`config.mk`:
```
export PLATFORM = sky130hd
export DESIGN_NAME = ntsc_timing_gen_flat
export DESIGN_NICKNAME = d
export VERILOG_FILES = /design/src/rtl/ntsc_timing_gen_if.sv /design/src/rtl/ntsc_timing_gen.sv /design/src/flat_wrapper.sv
export SDC_FILE = /design/constraint.sdc
export NUM_CORES = 1
export LEC_CHECK = 0
export CORE_AREA = 5 5 91 93
export DETAILED_ROUTE_END_ITERATION = 10
export DIE_AREA = 0 0 96 98
export GPL_ROUTABILITY_DRIVEN = 0
export PLACE_DENSITY_LB_ADDON = 0.25
export SYNTH_ARGS = -nofsm -noshare
export SYNTH_HDL_FRONTEND = slang
export SYNTH_SLANG_ARGS = --single-unit
```
`constraint.sdc`:
```
create_clock -name clk -period 3.8 [get_ports clk]
set_clock_uncertainty 0.15 [all_clocks]
set_input_delay 0.95 -clock clk [delete_from_list [all_inputs] [get_ports clk]]
set_output_delay 0.95 -clock clk [all_outputs]
set_load 0.01 [all_outputs]
```
`src/rtl/ntsc_timing_gen_if.sv`:
```
// Pixel-request and DAC output bundle of the NTSC timing generator.
`timescale 1ns/1ps
interface ntsc_timing_gen_if;
  logic       px_req;
  logic [9:0] px_x;
  logic [8:0] px_y;
  logic [3:0] px_luma;
  logic [3:0] dac;
  logic       line_start;
  logic       frame_start;

  modport master (
    output px_req, px_x, px_y, dac, line_start, frame_start,
    input  px_luma
  );

  modport slave (
    input  px_req, px_x, px_y, dac, line_start, frame_start,
    output px_luma
  );
endinterface

```
`src/rtl/ntsc_timing_gen.sv`:
```
// Composite NTSC 240p timing generator: pixel/line counters, upstream luma
// request and 4-bit DAC level encoding with a fixed 3-cycle output pipeline.
//
// h_state | meaning
// SYNC    | horizontal sync tip
// BACK    | back porch (blank)
// ACTIVE  | active video columns
// FRONT   | front porch (blank)
//
// v_state | meaning
// ACTIVE  | visible lines, pixels requested
// FRONT   | blank lines before vsync
// VSYNC   | broad-pulse (inverted) sync lines
// BACK    | blank lines after vsync
`timescale 1ns/1ps
module ntsc_timing_gen #(
  parameter int         H_SYNC    = 75,
  parameter int         H_BACK    = 75,
  parameter int         H_ACTIVE  = 842,
  parameter int         H_FRONT   = 24,
  parameter int         V_ACTIVE  = 240,
  parameter int         V_FRONT   = 3,
  parameter int         V_SYNC    = 3,
  parameter int         V_BACK    = 16,
  parameter logic [3:0] LVL_SYNC  = 4'd0,
  parameter logic [3:0] LVL_BLANK = 4'd5
) (
  input  logic clk,
  input  logic NRST,
  ntsc_timing_gen_if.master vid
);

  localparam int H_TOTAL = H_SYNC + H_BACK + H_ACTIVE + H_FRONT;
  localparam int V_TOTAL = V_ACTIVE + V_FRONT + V_SYNC + V_BACK;

  localparam logic [9:0] H_SYNC_LAST  = 10'(H_SYNC - 1);
  localparam logic [9:0] H_BACK_LAST  = 10'(H_SYNC + H_BACK - 1);
  localparam logic [9:0] H_ACT_START  = 10'(H_SYNC + H_BACK);
  localparam logic [9:0] H_ACT_LAST   = 10'(H_SYNC + H_BACK + H_ACTIVE - 1);
  localparam logic [9:0] H_LAST       = 10'(H_TOTAL - 1);
  localparam logic [9:0] H_BROAD_END  = 10'(H_TOTAL - H_SYNC);

  localparam logic [8:0] V_ACT_LAST   = 9'(V_ACTIVE - 1);
  localparam logic [8:0] V_FRONT_LAST = 9'(V_ACTIVE + V_FRONT - 1);
  localparam logic [8:0] V_SYNC_LAST  = 9'(V_ACTIVE + V_FRONT + V_SYNC - 1);
  localparam logic [8:0] V_LAST       = 9'(V_TOTAL - 1);

  typedef enum logic [1:0] {HS_SYNC, HS_BACK, HS_ACTIVE, HS_FRONT} h_state_t;
  typedef enum logic [1:0] {VS_ACTIVE, VS_FRONT, VS_SYNC, VS_BACK} v_state_t;

  h_state_t   h_state, h_state_nxt;
  v_state_t   v_state, v_state_nxt;
  logic [9:0] h_cnt, h_cnt_nxt;
  logic [8:0] v_cnt, v_cnt_nxt;
  logic       h_last, v_last;
  logic       req, lvl_sync;

  logic       s1_sync, s1_video, s1_line, s1_frame;
  logic       s2_sync, s2_video, s2_line, s2_frame;
  logic [3:0] luma_clamped;

  always_ff @(posedge clk or negedge NRST) begin
    if (!NRST) begin
      h_cnt   <= '0;
      v_cnt   <= '0;
      h_state <= HS_SYNC;
      v_state <= VS_ACTIVE;
    end else begin
      h_cnt   <= h_cnt_nxt;
      v_cnt   <= v_cnt_nxt;
      h_state <= h_state_nxt;
      v_state <= v_state_nxt;
    end
  end

  always_comb begin
    h_last      = (h_cnt == H_LAST);
    v_last      = (v_cnt == V_LAST);
    h_cnt_nxt   = h_last ? '0 : h_cnt + 10'd1;
    v_cnt_nxt   = v_cnt;
    h_state_nxt = h_state;
    v_state_nxt = v_state;

    if (h_last)
      v_cnt_nxt = v_last ? '0 : v_cnt + 9'd1;

    case (h_state)
      HS_SYNC:   if (h_cnt == H_SYNC_LAST) h_state_nxt = HS_BACK;
      HS_BACK:   if (h_cnt == H_BACK_LAST) h_state_nxt = HS_ACTIVE;
      HS_ACTIVE: if (h_cnt == H_ACT_LAST)  h_state_nxt = HS_FRONT;
      HS_FRONT:  if (h_last)               h_state_nxt = HS_SYNC;
      default:                             h_state_nxt = HS_SYNC;
    endcase

    if (h_last) begin
      case (v_state)
        VS_ACTIVE: if (v_cnt == V_ACT_LAST)   v_state_nxt = VS_FRONT;
        VS_FRONT:  if (v_cnt == V_FRONT_LAST) v_state_nxt = VS_SYNC;
        VS_SYNC:   if (v_cnt == V_SYNC_LAST)  v_state_nxt = VS_BACK;
        VS_BACK:   if (v_last)                v_state_nxt = VS_ACTIVE;
        default:                              v_state_nxt = VS_ACTIVE;
      endcase
    end

    req = (h_state == HS_ACTIVE) && (v_state == VS_ACTIVE);
    // Broad pulses: sync level for all but the last H_SYNC clocks of the line.
    if (v_state == VS_SYNC)
      lvl_sync = (h_cnt < H_BROAD_END);
    else
      lvl_sync = (h_state == HS_SYNC);
  end

  always_comb begin
    luma_clamped = (vid.px_luma < LVL_BLANK) ? LVL_BLANK : vid.px_luma;
  end

  always_ff @(posedge clk or negedge NRST) begin
    if (!NRST) begin
      vid.px_req      <= 1'b0;
      vid.px_x        <= '0;
      vid.px_y        <= '0;
      s1_sync         <= 1'b0;
      s1_video        <= 1'b0;
      s1_line         <= 1'b0;
      s1_frame        <= 1'b0;
      s2_sync         <= 1'b0;
      s2_video        <= 1'b0;
      s2_line         <= 1'b0;
      s2_frame        <= 1'b0;
      vid.dac         <= LVL_BLANK;
      vid.line_start  <= 1'b0;
      vid.frame_start <= 1'b0;
    end else begin
      vid.px_req <= req;
      if (req) begin
        vid.px_x <= h_cnt - H_ACT_START;
        vid.px_y <= v_cnt;
      end
      s1_sync  <= lvl_sync;
      s1_video <= req;
      s1_line  <= (h_cnt == '0);
      s1_frame <= (h_cnt == '0) && (v_cnt == '0);

      s2_sync  <= s1_sync;
      s2_video <= s1_video;
      s2_line  <= s1_line;
      s2_frame <= s1_frame;

      // Luma for the stage-2 request is on the bus this cycle.
      if (s2_video)
        vid.dac <= luma_clamped;
      else if (s2_sync)
        vid.dac <= LVL_SYNC;
      else
        vid.dac <= LVL_BLANK;
      vid.line_start  <= s2_line;
      vid.frame_start <= s2_frame;
    end
  end

endmodule
```
`src/flat_wrapper.sv`:
```
// flat-port wrapper written by rule: the top's interface ports become plain ports
module ntsc_timing_gen_flat 
#(
  parameter int         H_SYNC    = 75,
  parameter int         H_BACK    = 75,
  parameter int         H_ACTIVE  = 842,
  parameter int         H_FRONT   = 24,
  parameter int         V_ACTIVE  = 240,
  parameter int         V_FRONT   = 3,
  parameter int         V_SYNC    = 3,
  parameter int         V_BACK    = 16,
  parameter logic [3:0] LVL_SYNC  = 4'd0,
  parameter logic [3:0] LVL_BLANK = 4'd5
)
  (clk, NRST, vid_px_req, vid_px_x, vid_px_y, vid_dac, vid_line_start, vid_frame_start, vid_px_luma);
  ntsc_timing_gen_if vid_i ();
  input  logic clk;
  input  logic NRST;
  output wire logic [$bits(vid_i.px_req)-1:0] vid_px_req;
  output wire logic [$bits(vid_i.px_x)-1:0] vid_px_x;
  output wire logic [$bits(vid_i.px_y)-1:0] vid_px_y;
  output wire logic [$bits(vid_i.dac)-1:0] vid_dac;
  output wire logic [$bits(vid_i.line_start)-1:0] vid_line_start;
  output wire logic [$bits(vid_i.frame_start)-1:0] vid_frame_start;
  input wire logic [$bits(vid_i.px_luma)-1:0] vid_px_luma;
  assign vid_px_req = vid_i.px_req;
  assign vid_px_x = vid_i.px_x;
  assign vid_px_y = vid_i.px_y;
  assign vid_dac = vid_i.dac;
  assign vid_line_start = vid_i.line_start;
  assign vid_frame_start = vid_i.frame_start;
  assign vid_i.px_luma = vid_px_luma;
  ntsc_timing_gen #(.H_SYNC(H_SYNC), .H_BACK(H_BACK), .H_ACTIVE(H_ACTIVE), .H_FRONT(H_FRONT), .V_ACTIVE(V_ACTIVE), .V_FRONT(V_FRONT), .V_SYNC(V_SYNC), .V_BACK(V_BACK), .LVL_SYNC(LVL_SYNC), .LVL_BLANK(LVL_BLANK)) u_core (.clk(clk), .NRST(NRST), .vid(vid_i));
endmodule
```
==> run_results.csv <==
group,metric,value,unit
global_routing,grt_max_degree,32,
worst_setup_path,r2r.worst_path.cells,6,
synth,mappedNetlistArea,2706,um^2
worst_setup_path,cp_cell_sequence,"ha_1 > nand4_1 > or4b_1 > a22o_1 > a221o_1 > mux2_1",
global_routing,grtUsageTotal,12.04,%
die,die_w,96,um
worst_setup_path,slowest_delay,0.50,ns
outcome,status,"complete, no violations",
finish,post-route-util,42.47,%
clock_tree,cts-root-buf,"clkbuf_8",
pwr,vdd_drop_max,0.0001357,V
clock_tree,cts-resized-gates,0,
detailed_routing,antenna_left,0,
sta,timing.slew.headroom,29.56,%
finish,instances_no_fill,385,
detailed_routing,vias,1839,
hold_path,hold_path_end,"u_core.vid.line_start$_DFF_PN0_",
global_routing,use_met3,2.773,%
clock_tree,clk_pin_slew,0.10,ns
worst_setup_path,endpoint_kind,"register",
synth,yosysWarnings,0,
worst_setup_path,cp_max_fo,6,
synth,syn_nets,284,
clock_tree,cts_tree,"built",
die,ios,32,
sta,drv_slew,0,
hold_path,hold-path-cell-count,0,
pwr,switchingPower,0.0002223,W
sta,hold_violations,0,
worst_setup_path,cp-start-kind,"register",
sta,hold_ws,0.2065,ns
sta,min_period,2.550,ns
global_routing,antenna_found_initial,0,
worst_setup_path,rr_endpoint,"u_core.h_state[1]$_DFFE_PN0P_",
clock_tree,cts_hold_buf,0,
global_routing,grt.met2_usage,19.86,%
synth,synth_top_area_cell,"dfrtp_1",
pwr,p_leak,1.450,nW
hold_path,hp-class,"reg2reg",
placement,hpwl,3721,um
synth,ys_seq_area_share,51.87,%
worst_setup_path,cp_top_family,"simple AND/OR/NAND/NOR gates",
detailed_routing,vias_per_cell,4.777,
global_routing,grt_pass1_wl,9011,um
finish,syn2layout_area_growth,16.87,%
placement,dpl.cell_count,377,
synth,synth_cell_types,37,
synth,synth_area_leaders,"dfrtp_1 50%, ha_1 8.8%, nand2_1 3.7%",
synth,synth_edf_count,0,
sta,fin_setup_tns,0,ns
worst_setup_path,critPathKind,"reg2reg",
detailed_routing,dr.pass1.iters,4,
sta,worst_slew_pin_slew,1.054,ns
finish,drive_above_1_share,7.420,%
finish,insertedDiodeCount,0,
sta,period_share,67.10,%
sta,fmax,392.2,MHz
pwr,combPwrFrac,1.9,%
worst_setup_path,reg2reg_from,"u_core.h_cnt[1]$_DFF_PN0_",
worst_setup_path,worstPathArrival,2.60,ns
synth,synth_seq_cells,56,
clock_tree,cts.sinks,56,
pwr,clockPowerShare,36.0,%
clock_tree,clockBufferDepth,2,
pwr,switching_share,23.19,%
sta,setup_viol,0,
synth,netlist_instances,259,
clock_tree,cts_buffers,5,
die,die_area,9408,um^2
clock_tree,cts_setup_buffers,0,
worst_setup_path,rrSetupSlack,1.25,ns
clock_tree,h-tree-depth,2,
synth,ys.flop_type,"dfrtp_1",
pwr,power.density,303.1,nW/um^2
placement,io_buffers,31,
sta,rsz0062_at_grt,"false",
die,start_util,36.34,%
die,coreArea,7447,um^2
worst_setup_path,worst-endpoint-required,3.85,ns
clock_tree,clock_latency,0.32,ns
detailed_routing,wl,5136,um
synth,synth-async-reset-ratio,100.0,%
synth,netlist.area_leader.share,49.93,%
global_routing,grt_pass1_vias,1900,
global_routing,grt-ovfl-total,0,
finish,final_nets,307,
synth,syn_area_per_cell,10.45,um^2
pwr,p_int,0.0007363,W
die,die_h,98,um
detailed_routing,drc_errors,0,
worst_setup_path,crit_slowest_cell,"or4b_1",
detailed_routing,detail_route.wl_per_cell,13.34,um
global_routing,busiest_layer,"met2",
flow_run,drv_cap,0,
hold_path,hold_start,"u_core.s2_line$_DFF_PN0_",
global_routing,use_met1,15.11,%
die,rows,32,
pwr,p_seq_share,62.1,%
detailed_routing,drt_iter0_drc,33,
worst_setup_path,cp_num_buf_inv,0,
## layout by cell type, fill, tap and decap left out, types with 2 or more instances in the layout
cell	n
and4_1	3
mux2_1	2
nor2_1	26
o21ai_0	13
nor2b_1	3
o21ai_1	10
clkdlybuf4s50_1	30
nand4_1	5
dfrtp_1	54
mux2i_1	2
o31ai_1	4
xor2_1	7
ha_1	19
nand2_1	27
a21oi_1	6
xnor2_1	9
nor3_1	2
clkbuf_8	5
dfstp_2	2
nor4_1	3
mux2_2	8
nand3_1	10
inv_1	11
and2_1	2
and3_1	4
or4b_1	2
## registers in the layout, indices dropped and copies added, names as in the netlist
register and flops:
u_core.v_cnt 9, u_core.s1_sync 1, u_core.s1_line 1, u_core.s2_sync 1
u_core.vid.px_x 10, u_core.v_state 2, u_core.s2_video 1, u_core.h_state 2
u_core.s2_line 1, u_core.vid.frame_start 1, u_core.s2_frame 1, u_core.vid.line_start 1
u_core.s1_frame 1, u_core.vid.dac 4, u_core.s1_video 1, u_core.vid.px_y 9
u_core.h_cnt 10
## per-stage QoR
step | area [um^2] | power [W] | worst slack (ns)
after floorplan | 2706 | 0.0006080 | 1.451
after global placement | 3067 | 0.0006261 | 1.335
after detailed placement | 3067 | 0.0006264 | 1.286
after CTS | 3163 | 0.0009750 | 1.262
after global routing | 3163 | 0.001003 | 1.144
final | 3163 | 0.0009587 | 1.250
## synth_stat cells (3+ instances only)
library cell,count
clkbuf_1,7
ha_1,19
and4_1,3
and3_1,4
nand3_1,10
buf_4,4
dfrtp_1,54
a21oi_1,6
nand2_1,27
o21ai_1,10
o21ai_0,13
buf_2,4
nor2_1,26
mux2_2,8
nor4_1,3
nor2b_1,3
inv_1,11
xor2_1,7
o31ai_1,4
nand4_1,5
xnor2_1,9
## metal layers
layer,up-vias,part of all wire (%)
met3,6,3.4
li1,924,-
met1,890,47
met2,19,48
met5,-,0
met4,0,1.6
## worst max-delay path by stage
stage	end	from	cells after the start
4_1_cts	u_core.h_state[1]$_DFFE_PN0P_	u_core.h_cnt[1]$_DFF_PN0_	6
2_1_floorplan	u_core.h_state[1]$_DFFE_PN0P_	u_core.h_cnt[0]$_DFF_PN0_	6
6_report	u_core.h_state[1]$_DFFE_PN0P_	u_core.h_cnt[1]$_DFF_PN0_	6
3_5_place_dp	u_core.h_state[1]$_DFFE_PN0P_	u_core.h_cnt[1]$_DFF_PN0_	6
5_1_grt	u_core.h_state[1]$_DFFE_PN0P_	u_core.h_cnt[1]$_DFF_PN0_	6
3_3_place_gp	u_core.h_state[1]$_DFFE_PN0P_	u_core.h_cnt[1]$_DFF_PN0_	6
## cell families after synthesis
| logic type | count (synthesis) | synth area share, % |
|---|---|---|
| and+or+nand+nor | 88 | 15.49 |
| buffers and inverters | 27 | 4.485 |
| xor gates and xnor gates | 16 | 5.178 |
| AOI/OAI and AO/OA | 41 | 9.293 |
| muxes | 12 | 4.901 |
| DFF | 56 | 51.87 |
| adders and majority gates | 19 | 8.784 |
## power groups by stage
stage	Clock (W)	Sequential [W]	Combinational (W)
after floorplan	0	0.000607	0.000000577
after global placement	0	0.000607	0.0000189
after detailed placement	0	0.000607	0.0000192
after CTS	0.000360	0.000596	0.0000192
after global routing	0.000386	0.000596	0.0000212
final	0.000345	0.000596	0.0000178
## final cells by class
type / instances / area (um^2)
fillers: 762 / 4284
flip-flops and latches: 56 / 1404
multi-input cells: 176 / 1181
repair buffers: 32 / 312.8
well taps: 102 / 127.6
clock buffers: 5 / 68.82
inverters: 11 / 41.29
clock inverters: 3 / 27.53
Note: power is estimated with default switching activity, not from simulation.
